==> src/rtl/uart_rx_seq_checker_sat_counter.sv <==
// Saturating up-counter with a synchronous clear that wins over a same-cycle increment.
module sat_counter #(
    parameter int W = 16
) (
    input  logic         clk,
    input  logic         rst,
    input  logic         inc,
    input  logic         clr,
    output logic [W-1:0] q
);

    logic [W-1:0] q_q;
    logic [W-1:0] q_d;

    always_comb begin
        q_d = q_q;
        if (clr) begin
            q_d = '0;
        end else if (inc && (q_q != '1)) begin
            q_d = q_q + 1'b1;
        end
    end

    always_ff @(posedge clk) begin
        if (rst) begin
            q_q <= '0;
        end else begin
            q_q <= q_d;
        end
    end

    assign q = q_q;

endmodule

==> config.mk <==
export PLATFORM = sky130hd
export DESIGN_NAME = sat_counter
export DESIGN_NICKNAME = d
export VERILOG_FILES = /design/src/rtl/uart_rx_seq_checker_sat_counter.sv
export SDC_FILE = /design/constraint.sdc
export NUM_CORES = 1
export LEC_CHECK = 0
export CORE_MARGIN = 2
export CORE_UTILIZATION = 49
export DETAILED_ROUTE_END_ITERATION = 8
export GPL_ROUTABILITY_DRIVEN = 0
export PLACE_DENSITY = 0.78
export SYNTH_ARGS = -nofsm -noshare
export SYNTH_HDL_FRONTEND = slang
export SYNTH_SLANG_ARGS = --single-unit
==> constraint.sdc <==
create_clock -name clk -period 1.7 [get_ports clk]
set_input_delay 0.255 -clock clk [delete_from_list [all_inputs] [get_ports clk]]
set_output_delay 0.255 -clock clk [all_outputs]
set_load 0.02 [all_outputs]
### Yosys cells after proc, flatten, opt, wreduce, memory -nomap -nowiden

Cells that the tools add are included.
Widths: inputs -> output; s select.

| storage, ports and cells | value |
|---|---|
| register bits after elaboration | 16 |
| input bits | 4 |
| output and inout bits | 16 |

| operators by class | value |
|---|---|
| add/sub/neg operators | 1 |
| eq/ne operators | 1 |
| reductions and logical operators | 2 |

Operators by type and width:

| operator | number |
|---|---|
| $add 16x1->16 const B | 1 |
| $ne 16x16->1 const B | 1 |
| $reduce_or 2->1 | 1 |
| $logic_and 1x1->1 | 1 |

### Logic depth before layout (Yosys ltp)

| logic depth | value |
|---|---|
| depth in word-level cells | 2 |
| gate-level depth with buffers | 6 |
| depth with buffers taken out | 5 |

### Least setup slack after synthesis

Ideal clock, no wire load.

| path | value |
|---|---|
| path type | reg-to-reg |
| start | register q_q[0], in the netlist q[0] |
| end | register q_q[12], in the netlist q[12] |
| setup time | 0.091 ns |
| arrival time | 1.496 ns |
| slack | 0.113 ns |
| stages on the path, launching flop included | 7 |
| buffers on the path | 1 |
| cells stage by stage | dfxtp_1 -> ha_1 -> and4_4 -> and3_1 -> buf_4 -> a31oi_1 -> a311oi_1 |

| on the way | value |
|---|---|
| word-level cells in the longest chain between the ends | 2 |
| elaborated cells between the ends (all ways) | 3 |
| those cells by class | 1 x add/sub; 1 x eq/ne; 1 x reduce/logical |

RTL lines:

| what | RTL line | text |
|---|---|---|
| from (decl) | 12 | `logic [W-1:0] q_q;` |
| from (signal assigned) | 28 | `q_q <= q_d;` |
| branches (longest 2 deep; another with $add 16x1->16) | -- |  |

Several ways; the timed one is not identified.
A chain may end at the register's enable or synchronous reset.

### Final worst setup path

| path | value |
|---|---|
| start | register q_q[9], in the netlist q[9] |
| end | output q[9] |

RTL lines:

| what | RTL line | text |
|---|---|---|
| to (decl) | 9 | `output logic [W-1:0] q` |

No word-level cell between the ends.

==> flow_summary.yaml <==
setup_path:
  crit_buf_inv: 1
  cp-start-kind: "flip-flop"
  cpMaxStageDelayCell: "clkdlybuf4s50_1"
  regToRegSetupSlack_ns: 0.19
  endpoint_kind: "output pin"
  arrival_ns: 1.37
  crit_path_cell_trace: "clkdlybuf4s50_1"
  slowest_delay_ns: 0.64
  crit_required_ns: 1.44
  cp_max_fo: 7
  path_class: "flip-flop to output pin"
  path_delay_family: "buffers and inverters"
grt:
  grt_pass1_vias: 788
  antenna_found_initial: 0
  grt_overflow: 0
  grt_first_pass_wirelength_um: 3400
  grt_max_degree: 12
  gr-usage-all-layers: 0.211
layout:
  finalNetCount: 136
  areaGrowthSynthToFinish_pct: 32.6
  n_antenna_cell: 0
  largest_reg_flops: 16
  final_area_um2: 1220
  fillers: 141
  drive_gt1_frac: 0.208
timing:
  max_slew_margin: 0.756
  fmax_ghz: 0.615
  fin_crit_ns: 1.63
  setup-violations-final: 0
  clock_skew_ns: 0.00632
  rsz0062_at_grt: "no"
  worst-slew-pin-transition_ns: 0.363
  hold_viol: 0
  drv_slew: 0
  finalCritPeriodShare: 0.957
power_and_ir_drop:
  worst_ir_drop_vdd_mv: 0.367
  p_leak_uw: 0.000496
  power-per-cell-area_nw_per_um2: 553
  power_uw: 673
synth:
  synthCells: 102
  seq_area_frac_synth: 0.349
  syn_area_um2: 917
  syn_nets: 107
  synth_edf_count: 0
  synthArstFlopShare: 0
  synth.distinct_cells: 36
  synth_ff_type: "dfxtp_1"
  syn-mean-instance-area_um2: 8.99
  yosysWarnings: 0
  yosys_register_bits: 16
clock_tree:
  clk_latency_ns: 0.28
  htree_levels: 1
  cts_tree: "done"
  root_buffer: "clkbuf_4"
  clock_path_buffers: 2
  cts_buffers: 3
  cts.sinks: 16
  path_clk_slew_ns: 0.10
  hold_buffers: 0
placed_design:
  portBuffers: 19
  place_area_um2: 1170
  hpwl_um: 1510
job:
  timing.max_cap.violations: 0
routing:
  via_count: 858
  drcViolationCount: 0
  avgViaCountPerCell: 5.54
  drt-pass1-iter-count: 4
  totalWireLength_um: 1960
  drtIter0Drc: 27
  wire_per_inst_um: 12.6
  antenna_left: 0
die:
  start_util: 0.525
  die_h_um: 47.3
  die_w_um: 47.3
  std_cell_rows: 15
  core-area_um2: 1750
  die_area_um2: 2230
  ioPinCount: 20
hold_path:
  min_path_type: "flip-flop to flip-flop"
run_status:
  outcome: "completed"
==> final timing paths <==
path,end,startpoint,depth (start not counted)
worst max register to register,q[12],q[0],5
worst min-delay path,q[5],q[5],2
worst max-delay path,q[9],q[9],1
worst min register to register,q[5],q[5],2
==> cell usage in the layout (no fill, tap or decap), types with 3 or more instances in the layout <==
cell and count:
a21oi_1 6, or3_1 4, mux2i_1 6, a211oi_1 3, nand2_1 13, nand4_1 3, o21ai_0 4, dfxtp_1 16
nand3_1 5, clkdlybuf4s50_1 16, clkbuf_4 3, dlymetal6s2s_1 3, a31oi_1 4, or3_2 3, buf_4 10
==> cell type report <==
type                       count  area [um2]  area share
sequential                    16         320       0.263
timing repair buffer          29         273       0.224
inverter                       1        3.75     0.00309
multi-input combinational     80         552       0.454
clock buffer                   4        36.3      0.0298
tap                           25        31.3      0.0257
==> per-layer routing <==
| metal | share of wire | global-route usage | vias to the layer above |
|---|---|---|---|
| met1 | 0.50 | 0.296 | 398 |
| li1 | - | - | 445 |
| met5 | 0 | 0 | - |
| met3 | 0.036 | 0.0385 | 2 |
| met4 | 0.0082 | 0.0667 | 0 |
| met2 | 0.46 | 0.327 | 13 |
==> synth_stat cells, types with 2 or more instances <==
cell type | n | area [um2]
nand2_1 | 13 | 48.8
a21oi_1 | 6 | 30.0
and3_4 | 2 | 22.5
nor3_1 | 2 | 10.0
or3_1 | 4 | 25.0
and2_2 | 2 | 15.0
mux2i_1 | 6 | 60.1
a211oi_1 | 3 | 22.5
nand4_1 | 3 | 18.8
or3_2 | 3 | 22.5
nor2_1 | 2 | 7.51
o21ai_0 | 4 | 20.0
and3_1 | 3 | 18.8
buf_6 | 2 | 22.5
dfxtp_1 | 16 | 320
a31oi_1 | 4 | 25.0
o21ai_1 | 2 | 10.0
a2111o_1 | 2 | 22.5
nand3_1 | 5 | 25.0
and2_1 | 2 | 12.5
==> repair_timing <==
action,4_1_cts,5_1_grt
buffers inserted,0,0
gates resized for setup,0,4
endpoints found under the setup margin,0,4
==> cells by family after synthesis <==
logic type,Yosys count,share of synthesized area
simple gates,46,0.315
compound gates,27,0.206
buf+inv,6,0.0505
flops,16,0.349
mux,6,0.0655
fa+ha+maj,1,0.0136
==> per-stage QoR <==
stage	util	hold slack [ns]	TNS, ns	std cells	setup WS (ns)
3_3_place_gp	0.671	0.481	-0.127	151	-0.0645
3_5_place_dp	0.671	0.489	-0.305	151	-0.0896
6_report	0.697	0.502	0	155	0.0737
2_1_floorplan	-	0.434	0	102	0.113
4_1_cts	0.692	0.502	0	155	0.0195
5_1_grt	0.697	0.543	0	155	0.0201
==> power breakdown <==
part           switching (uW)  leakage [uW]  internal, uW
sequential               2.29      0.000129           376
combinational            19.6      0.000346          21.9
clock                     123     0.0000210           130
total                     145      0.000496           528
Note: power is estimated with default switching activity, not from simulation.
